[config.mk]
export PLATFORM = sky130hd
export DESIGN_NAME = fetch_unit_flat
export DESIGN_NICKNAME = d
export VERILOG_FILES = /design/src/rtl/fetch_unit_if.sv /design/src/rtl/fetch_unit.sv /design/src/flat_wrapper.sv
export SDC_FILE = /design/constraint.sdc
export NUM_CORES = 1
export LEC_CHECK = 0
export CELL_PAD_IN_SITES_DETAIL_PLACEMENT = 1
export CELL_PAD_IN_SITES_GLOBAL_PLACEMENT = 2
export CORE_AREA = 2 2 127 129
export CTS_BUF_LIST = sky130_fd_sc_hd__clkbuf_16
export CTS_CLUSTER_DIAMETER = 50
export DETAILED_ROUTE_END_ITERATION = 12
export DIE_AREA = 0 0 129 131
export GPL_TIMING_DRIVEN = 0
export PLACE_DENSITY = 0.77
export SLEW_MARGIN = 20
export SYNTH_ARGS = -nofsm -noshare
export SYNTH_HDL_FRONTEND = slang
export SYNTH_SLANG_ARGS = --single-unit
[constraint.sdc]
create_clock -name clk_i -period 6.7 [get_ports clk_i]
set_input_delay 0.67 -clock clk_i [delete_from_list [all_inputs] [get_ports clk_i]]
set_output_delay 0.67 -clock clk_i [all_outputs]
set_load 0.01 [all_outputs]
[src/rtl/fetch_unit_if.sv]
// Fetch-side bus bundle: synchronous memory read port plus the decode valid/ready handshake
// and the branch redirect request.
interface fetch_unit_if #(
  parameter int unsigned ADDR_WIDTH = 11
);
  logic                  mem_en_o;
  logic                  mem_wr_o;
  logic [ADDR_WIDTH-1:0] mem_addr_o;
  logic [31:0]           mem_data_i;
  logic [31:0]           inst_o;
  logic [ADDR_WIDTH-1:0] inst_pc_o;
  logic                  inst_valid_o;
  logic                  inst_ready_i;
  logic                  redirect_i;
  logic [ADDR_WIDTH-1:0] redirect_pc_i;

  modport master (
    output mem_en_o, mem_wr_o, mem_addr_o, inst_o, inst_pc_o, inst_valid_o,
    input  mem_data_i, inst_ready_i, redirect_i, redirect_pc_i
  );

  modport slave (
    input  mem_en_o, mem_wr_o, mem_addr_o, inst_o, inst_pc_o, inst_valid_o,
    output mem_data_i, inst_ready_i, redirect_i, redirect_pc_i
  );
endinterface

[src/rtl/fetch_unit.sv]
// Instruction fetch: PC, credit-limited word reads, 2-entry instruction buffer, redirect flush.
// Optional FETCH_PERF_EN adds fetch_cnt_o, a count of instructions accepted by decode.
module fetch_unit #(
  parameter int unsigned           ADDR_WIDTH = 11,
  parameter logic [ADDR_WIDTH-1:0] RESET_PC   = '0,
  parameter int unsigned           BUF_DEPTH  = 2
) (
  input logic          clk_i,
  input logic          rst_i,
  fetch_unit_if.master bus_io
`ifdef FETCH_PERF_EN
  ,
  output logic [31:0]  fetch_cnt_o
`endif
);

  localparam logic [2:0] BufDepth = 3'(BUF_DEPTH);

  logic [ADDR_WIDTH-1:0] pc_q, pc_d;
  logic [ADDR_WIDTH-1:0] resp_pc_q, resp_pc_d;
  logic [1:0]            cnt_q, cnt_d;
  logic                  inflight_q, inflight_d;
  logic                  kill_q, kill_d;
  logic [31:0]           buf_data_q [BUF_DEPTH];
  logic [31:0]           buf_data_d [BUF_DEPTH];
  logic [ADDR_WIDTH-1:0] buf_pc_q [BUF_DEPTH];
  logic [ADDR_WIDTH-1:0] buf_pc_d [BUF_DEPTH];

  logic       valid, hs, pop, push, issue;
  logic [2:0] credit_used;
  logic [1:0] wr_idx;

  assign valid       = ~rst_i & (cnt_q != 2'd0);
  assign hs          = valid & bus_io.inst_ready_i;
  assign pop         = hs & ~bus_io.redirect_i;
  assign push        = inflight_q & ~kill_q & ~bus_io.redirect_i;
  assign credit_used = {1'b0, cnt_q} + {2'b00, inflight_q};
  // A word leaving this cycle frees a slot for a read issued now.
  assign issue       = ~rst_i & ~bus_io.redirect_i & (credit_used < BufDepth + {2'b00, hs});
  assign wr_idx      = cnt_q - {1'b0, pop};

  always_comb begin
    pc_d       = pc_q;
    cnt_d      = cnt_q;
    kill_d     = 1'b0;
    inflight_d = issue;
    resp_pc_d  = issue ? pc_q : resp_pc_q;
    if (bus_io.redirect_i) begin
      pc_d   = bus_io.redirect_pc_i;
      cnt_d  = 2'd0;
      kill_d = inflight_q;
    end else begin
      cnt_d = cnt_q + {1'b0, push} - {1'b0, pop};
      if (issue) pc_d = pc_q + 1'b1;
    end
  end

  always_comb begin
    buf_data_d = buf_data_q;
    buf_pc_d   = buf_pc_q;
    if (pop) begin
      for (int unsigned i = 0; i + 1 < BUF_DEPTH; i++) begin
        buf_data_d[i] = buf_data_q[i+1];
        buf_pc_d[i]   = buf_pc_q[i+1];
      end
    end
    // Response data is only looked at in the cycle after an issued read.
    if (push) begin
      for (int unsigned i = 0; i < BUF_DEPTH; i++) begin
        if (2'(i) == wr_idx) begin
          buf_data_d[i] = bus_io.mem_data_i;
          buf_pc_d[i]   = resp_pc_q;
        end
      end
    end
  end

  always_ff @(posedge clk_i) begin
    if (rst_i) begin
      pc_q       <= RESET_PC;
      resp_pc_q  <= '0;
      cnt_q      <= 2'd0;
      inflight_q <= 1'b0;
      kill_q     <= 1'b0;
    end else begin
      pc_q       <= pc_d;
      resp_pc_q  <= resp_pc_d;
      cnt_q      <= cnt_d;
      inflight_q <= inflight_d;
      kill_q     <= kill_d;
    end
  end

  always_ff @(posedge clk_i) begin
    buf_data_q <= buf_data_d;
    buf_pc_q   <= buf_pc_d;
  end

  assign bus_io.mem_en_o     = issue;
  assign bus_io.mem_wr_o     = 1'b0;
  assign bus_io.mem_addr_o   = issue ? pc_q : '0;
  assign bus_io.inst_valid_o = valid;
  assign bus_io.inst_o       = valid ? buf_data_q[0] : '0;
  assign bus_io.inst_pc_o    = valid ? buf_pc_q[0] : '0;

`ifdef FETCH_PERF_EN
  logic [31:0] fetch_cnt_q;

  always_ff @(posedge clk_i) begin
    if (rst_i) fetch_cnt_q <= '0;
    else       fetch_cnt_q <= fetch_cnt_q + {31'd0, pop};
  end

  assign fetch_cnt_o = fetch_cnt_q;
`endif

endmodule
[src/flat_wrapper.sv]
// flat-port wrapper written by rule: the top's interface ports become plain ports
module fetch_unit_flat 
#(
  parameter int unsigned           ADDR_WIDTH = 11,
  parameter logic [ADDR_WIDTH-1:0] RESET_PC   = '0,
  parameter int unsigned           BUF_DEPTH  = 2
)
  (clk_i, rst_i, bus_io_mem_en_o, bus_io_mem_wr_o, bus_io_mem_addr_o, bus_io_inst_o, bus_io_inst_pc_o, bus_io_inst_valid_o, bus_io_mem_data_i, bus_io_inst_ready_i, bus_io_redirect_i, bus_io_redirect_pc_i);
  fetch_unit_if #(.ADDR_WIDTH(ADDR_WIDTH)) bus_io_i ();
  input logic clk_i;
  input logic rst_i;
  output wire logic [$bits(bus_io_i.mem_en_o)-1:0] bus_io_mem_en_o;
  output wire logic [$bits(bus_io_i.mem_wr_o)-1:0] bus_io_mem_wr_o;
  output wire logic [$bits(bus_io_i.mem_addr_o)-1:0] bus_io_mem_addr_o;
  output wire logic [$bits(bus_io_i.inst_o)-1:0] bus_io_inst_o;
  output wire logic [$bits(bus_io_i.inst_pc_o)-1:0] bus_io_inst_pc_o;
  output wire logic [$bits(bus_io_i.inst_valid_o)-1:0] bus_io_inst_valid_o;
  input wire logic [$bits(bus_io_i.mem_data_i)-1:0] bus_io_mem_data_i;
  input wire logic [$bits(bus_io_i.inst_ready_i)-1:0] bus_io_inst_ready_i;
  input wire logic [$bits(bus_io_i.redirect_i)-1:0] bus_io_redirect_i;
  input wire logic [$bits(bus_io_i.redirect_pc_i)-1:0] bus_io_redirect_pc_i;
  assign bus_io_mem_en_o = bus_io_i.mem_en_o;
  assign bus_io_mem_wr_o = bus_io_i.mem_wr_o;
  assign bus_io_mem_addr_o = bus_io_i.mem_addr_o;
  assign bus_io_inst_o = bus_io_i.inst_o;
  assign bus_io_inst_pc_o = bus_io_i.inst_pc_o;
  assign bus_io_inst_valid_o = bus_io_i.inst_valid_o;
  assign bus_io_i.mem_data_i = bus_io_mem_data_i;
  assign bus_io_i.inst_ready_i = bus_io_inst_ready_i;
  assign bus_io_i.redirect_i = bus_io_redirect_i;
  assign bus_io_i.redirect_pc_i = bus_io_redirect_pc_i;
  fetch_unit #(.ADDR_WIDTH(ADDR_WIDTH), .RESET_PC(RESET_PC), .BUF_DEPTH(BUF_DEPTH)) u_core (.clk_i(clk_i), .rst_i(rst_i), .bus_io(bus_io_i));
endmodule
== After elaboration in Yosys (flattened, before gate mapping) ==
Index checks and enable logic that the tools add are counted.

* Register bits after elaboration: 112
* Bits in latches: 0
* RAM bits: 0
* Memory bits (read-only): 0
* Input bits: 47
* Output and inout bits: 57
* Word-level logic and storage cells: 46
* Memories kept: 0

* Add/subtract/negate cells: 6
* Multiply operators: 0
* Div/mod/pow operators: 0
* Order comparisons: 1
* Equal/unequal tests: 1
* Shift operators: 0
* Multiplexer cells: 13
* Bitwise logic cells: 10
* Reductions and logical operators: 6

{| class="wikitable"
|+ Operators by type and width
! kind !! number
|-
| 2-to-1 mux 32 bit || 4
|-
| 2-to-1 mux 11 bit || 7
|-
| 2-to-1 mux 64 bit || 1
|-
| 2-to-1 mux 22 bit || 1
|-
| adder 11 x 1 -> 11 bit, second input constant || 1
|-
| AND 1 bit || 7
|-
| nonzero test 2 bit || 2
|-
| OR reduction 2 bit || 2
|-
| subtractor 2 x 1 -> 2 bit || 2
|-
| adder 2 x 1 -> 3 bit || 1
|-
| adder 2 x 1 -> 3 bit, first input constant || 1
|-
| < comparator 3 bit || 1
|-
| NOT 1 bit || 3
|-
| adder 2 x 1 -> 2 bit || 1
|-
| equality test 1 x 2 -> 1 bit, first input constant || 1
|-
| logical NOT 2 bit || 1
|-
| AND reduction 2 bit || 1
|}

== Longest topological paths before layout ==
* Depth after elaboration: 8
* Depth in mapped cells: 10
* Gate-level depth less buffers: 7

== Least setup slack after synthesis ==
No wires, ideal clock.

* Path type: input -> register
* From: input bus_io_redirect_i
* To: register u_core.buf_data_q[0] in the netlist's numbering, enable pin
* Setup time: 0.509 ns
* Arrival time: 4.776 ns
* Data required time: 6.191 ns
* Path slack: 1.415 ns
* Stages on the path: 7
* Path buffers: 3
* Path through: clkbuf_1 nor2_1 nand3b_1 buf_2 buf_2 nand3b_1 a21boi_0

* Word-level cells in the longest chain between the ends: 5
* Elaborated cells between the ends (all ways): 6
* Classes of those cells: add/sub (1); eq/ne (1); bitwise (3); reduce/logical (1)

{| class="wikitable"
|+ RTL lines
! element !! RTL line !! RTL
|-
| start, declared || flat_wrapper.sv:20 || <nowiki>input wire logic [$bits(bus_io_i.redirect_i)-1:0] bus_io_redirect_i;</nowiki>
|-
| NOT 1 bit (no line) * || - ||
|-
| AND 1 bit || fetch_unit.sv:35 || <nowiki>assign pop = hs & ~bus_io.redirect_i;</nowiki>
|-
| subtractor 2 x 1 -> 2 bit || fetch_unit.sv:40 || <nowiki>assign wr_idx = cnt_q - {1'b0, pop};</nowiki>
|-
| equality test 1 x 2 -> 1 bit || fetch_unit.sv:70 || <nowiki>if (2'(i) == wr_idx) begin</nowiki>
|-
| AND reduction 2 bit (no line) * || - ||
|-
| end signal, assigned || fetch_unit.sv:95 || <nowiki>buf_data_q <= buf_data_d;</nowiki>
|-
| end, declared || fetch_unit.sv:24 || <nowiki>logic [31:0] buf_data_q [BUF_DEPTH];</nowiki>
|}

Every way passes the cells marked *; elsewhere a longest branch is shown, timed or not.
A chain may end at the register's enable or synchronous reset.

== Final worst setup path ==
* From: input bus_io_inst_ready_i
* To: output bus_io_mem_addr_o[4]

* Word-level cells in the longest chain between the ends: 5

{| class="wikitable"
|+ RTL lines
! element !! RTL line !! RTL
|-
| start, declared || flat_wrapper.sv:19 || <nowiki>input wire logic [$bits(bus_io_i.inst_ready_i)-1:0] bus_io_inst_ready_i;</nowiki>
|-
| AND 1 bit || fetch_unit.sv:34 || <nowiki>assign hs = valid & bus_io.inst_ready_i;</nowiki>
|-
| adder 2 x 1 -> 3 bit || fetch_unit.sv:39 || <nowiki>assign issue = ~rst_i & ~bus_io.redirect_i & (credit_used < BufDepth + {2'b00, hs});</nowiki>
|-
| < comparator 3 bit || fetch_unit.sv:39 ||
|-
| AND 1 bit || fetch_unit.sv:39 ||
|-
| 2-to-1 mux 11 bit || fetch_unit.sv:101 || <nowiki>assign bus_io.mem_addr_o = issue ? pc_q : '0;</nowiki>
|-
| end, declared || flat_wrapper.sv:14 || <nowiki>output wire logic [$bits(bus_io_i.mem_addr_o)-1:0] bus_io_mem_addr_o;</nowiki>
|}

Every way passes these cells.

==> reports/results.ini <==
[place]
io_buffer_count=101
postPlaceCellArea_um2=6100
dpl.hpwl_mm=9.44
place_ws_ps=2940
gp_congestion=0.804

[sta]
tightestPinTransition_ps=669
setup_viol=0
fin_crit_sh_pct=56.1
slew_headroom_pct=55.3
tns_ps=0
fmax_ghz=0.266
rsz0062_at_grt=false
period_needed_ps=3760
finClkSkew_ps=14.1
slew_viol_final=0
finalHoldViolations=0
layout_setup_ws_ps=2940

[critical_path]
r2r_start=u_core.cnt_q[0]
critPathArrivalTime_ps=3090
worst-path-buf-inv=4
path_delay_family=buffers and inverters
crit_path_end=bus_io_mem_addr_o[4]
path_max_fanout=10
path_cells=clkdlybuf4s50_1 -> nand2b_1 -> o21ai_1 -> clkbuf_1 -> nand3_1 -> inv_1 -> clkdlybuf4s50_1
worstSetupStartpointType=primary input
required_ps=6030
worst-r2r-cell-count=7
reg2reg_setup_slack_ps=3930
max_stage_delay_ps=540
r2r_end=u_core.buf_data_q[24]
path_depth=7
path_class=in2out
crit_path_frequent_cell=clkdlybuf4s50_1
critPathCaptureType=output pin
crit_start=bus_io_inst_ready_i
cpMaxStageDelayCell=clkdlybuf4s50_1

[layout]
seqCellArea_um2=2670
layout-drive-gt1-share_pct=5.65
final_common_cell=clkdlybuf4s50_1
fillers=1747
n_antenna_cell=0
fin_util_pct=40.9
final_area_um2=6370
multi_input_area_um2=1890
layout.nets=630
most-common-layout-cells=clkdlybuf4s50_1, dfxtp_1, o21ai_0, nand2_1, and2_1
areaGrowthSynthToFinish_pct=34.1

[run]
maxCapViolCount=0

[pwr]
power_frac_comb_pct=9.3
netSwitchingFraction_pct=24.4
p_switching_mw=0.348
power_leakage_nw=2.57
pwr-share-clk_pct=35.6
worst_ir_drop_vdd_mv=0.125
cellInternalPower_mw=1.08
p_per_area_nw_per_um2=224
seq_power_share_pct=55.1
p_total_mw=1.43

[grt]
grt_max_degree=19
grtUsageTotal_pct=15.9
grt_overflow=0
grt_antenna_before_repair=0
grt_pass1_vias=3902
grt_pass1_wl_mm=20.7

[status]
status=completed

[detailed_routing]
drt_wl_total_mm=13.1
ant_nets=0
vias=3804
dr.pass1.iters=4
drt_iter0_drc=240
drc=0
viasPerCell=4.76
wl_per_cell_um=16.4

[floorplan]
start_util_pct=30.5
die-width_um=129
dieArea_um2=16900
core_area_um2=15600
ios=104
rows=46
die_h_um=131

[clock_tree]
clk_pin_slew_ps=70
insertion_delay_ps=360
cts_tree=yes
postCtsSetupBuffers=0
cts_made_buffers=9
h-tree-depth=3
cts-root-buf=clkbuf_16
clock-sinks=112
ctsHoldBuffers=0
ctsLongestPathBuffers=2
post_cts_resized=0

[yosys]
synth-seq-cells=112
synth-edff-count=43
synthDistinctLibCells=41
ys_seq_area_share_pct=56.2
async_flop_share_pct=0
synth_nets=516
synthFlopType=dfxtp_1
syn-cell-area_um2=4750
avgSynthCellArea_um2=10.2
synth_cells=465
ys_warn_count=0

[worst_hold_path]
hold_path_class=reg2reg

[cell usage after synthesis (2+ instances only)]
library cell	instances	area, µm²
mux2i_1	43	430
or2_2	2	12.5
dfxtp_1	69	1380
nand4_1	3	18.8
o31ai_1	4	30.0
inv_1	14	52.6
o21ai_0	61	305
nand3_1	17	85.1
nand3b_1	5	37.5
nand2b_1	2	12.5
and3_1	5	31.3
buf_2	11	55.1
a211oi_1	2	15.0
a21oi_1	12	60.1
and2_1	45	282
nor3b_1	2	15.0
or3_1	4	25.0
nor2_1	16	60.1
edfxtp_1	43	1290
nand2_1	48	180
nor3_1	5	25.0
clkbuf_1	20	75.1
or4_1	3	22.5
o21a_1	3	22.5
a311oi_1	6	52.6
a22oi_1	2	15.0
ha_1	4	50.1
[how the worst min path moves through the flow]
stage,startpoint,to,slack [ps],cells after the start
3_3_place_gp,u_core.resp_pc_q[9],u_core.buf_pc_q[9],440,0
5_1_grt,u_core.resp_pc_q[3],u_core.buf_pc_q[3],490,0
6_report,u_core.resp_pc_q[3],u_core.buf_pc_q[3],460,0
4_1_cts,u_core.resp_pc_q[9],u_core.buf_pc_q[9],460,0
2_1_floorplan,u_core.resp_pc_q[0],u_core.buf_pc_q[0],420,0
3_5_place_dp,u_core.resp_pc_q[0],u_core.buf_pc_q[0],450,0
[layout make-up]
| class | instances | share of cell area (%) |
|---|---|---|
| timing repair buffer | 103 | 16.7 |
| clock buffer | 9 | 3.53 |
| buffer | 33 | 2.34 |
| clock inverter | 7 | 0.746 |
| sequential | 112 | 41.9 |
| inverter | 14 | 0.825 |
| multi-input combinational | 306 | 29.6 |
| tap | 216 | 4.24 |
[sequential cells by signal, summed over array words and instances (netlist names)]
register	count
u_core.resp_pc_q	11
u_core.buf_data_q	64
u_core.kill_q	1
u_core.pc_q	11
u_core.cnt_q	2
u_core.buf_pc_q	22
u_core.inflight_q	1
[per-stage QoR]
stage,hold WS [ps],instances
after detailed placement,446,784
after global routing,489,800
after CTS,463,800
final,463,800
after global placement,435,782
after floorplan,424,465
[kinds of logic after synthesis]
family | synth area share [%]
other | 0.0789
AO/OA/AOI/OAI | 11.1
adder cells (fa/ha/maj) | 1.05
AND/OR/NAND/NOR | 18.0
buffers and inverters | 4.24
multiplexers | 9.06
XOR/XNOR | 0.184
flip-flops | 56.2
[routing by layer]
layer  vias to the layer above  part of all wire [%]  track usage (%)
met5                         -                     0                0
met4                         0                   1.6             5.82
met1                      1837                    48             20.4
met3                        16                   4.7             3.38
li1                       1862                     -                -
met2                        89                    46             26.4
[power by group through the flow]
stage	combinational, mW	clock [mW]	sequential [mW]
finish	0.133	0.508	0.786
global route	0.149	0.549	0.793
CTS	0.135	0.527	0.787
detailed placement	0.134	0	0.802
global placement	0.127	0	0.799
floorplan	0.0725	0	0.791
Note: power is estimated with default switching activity, not from simulation.
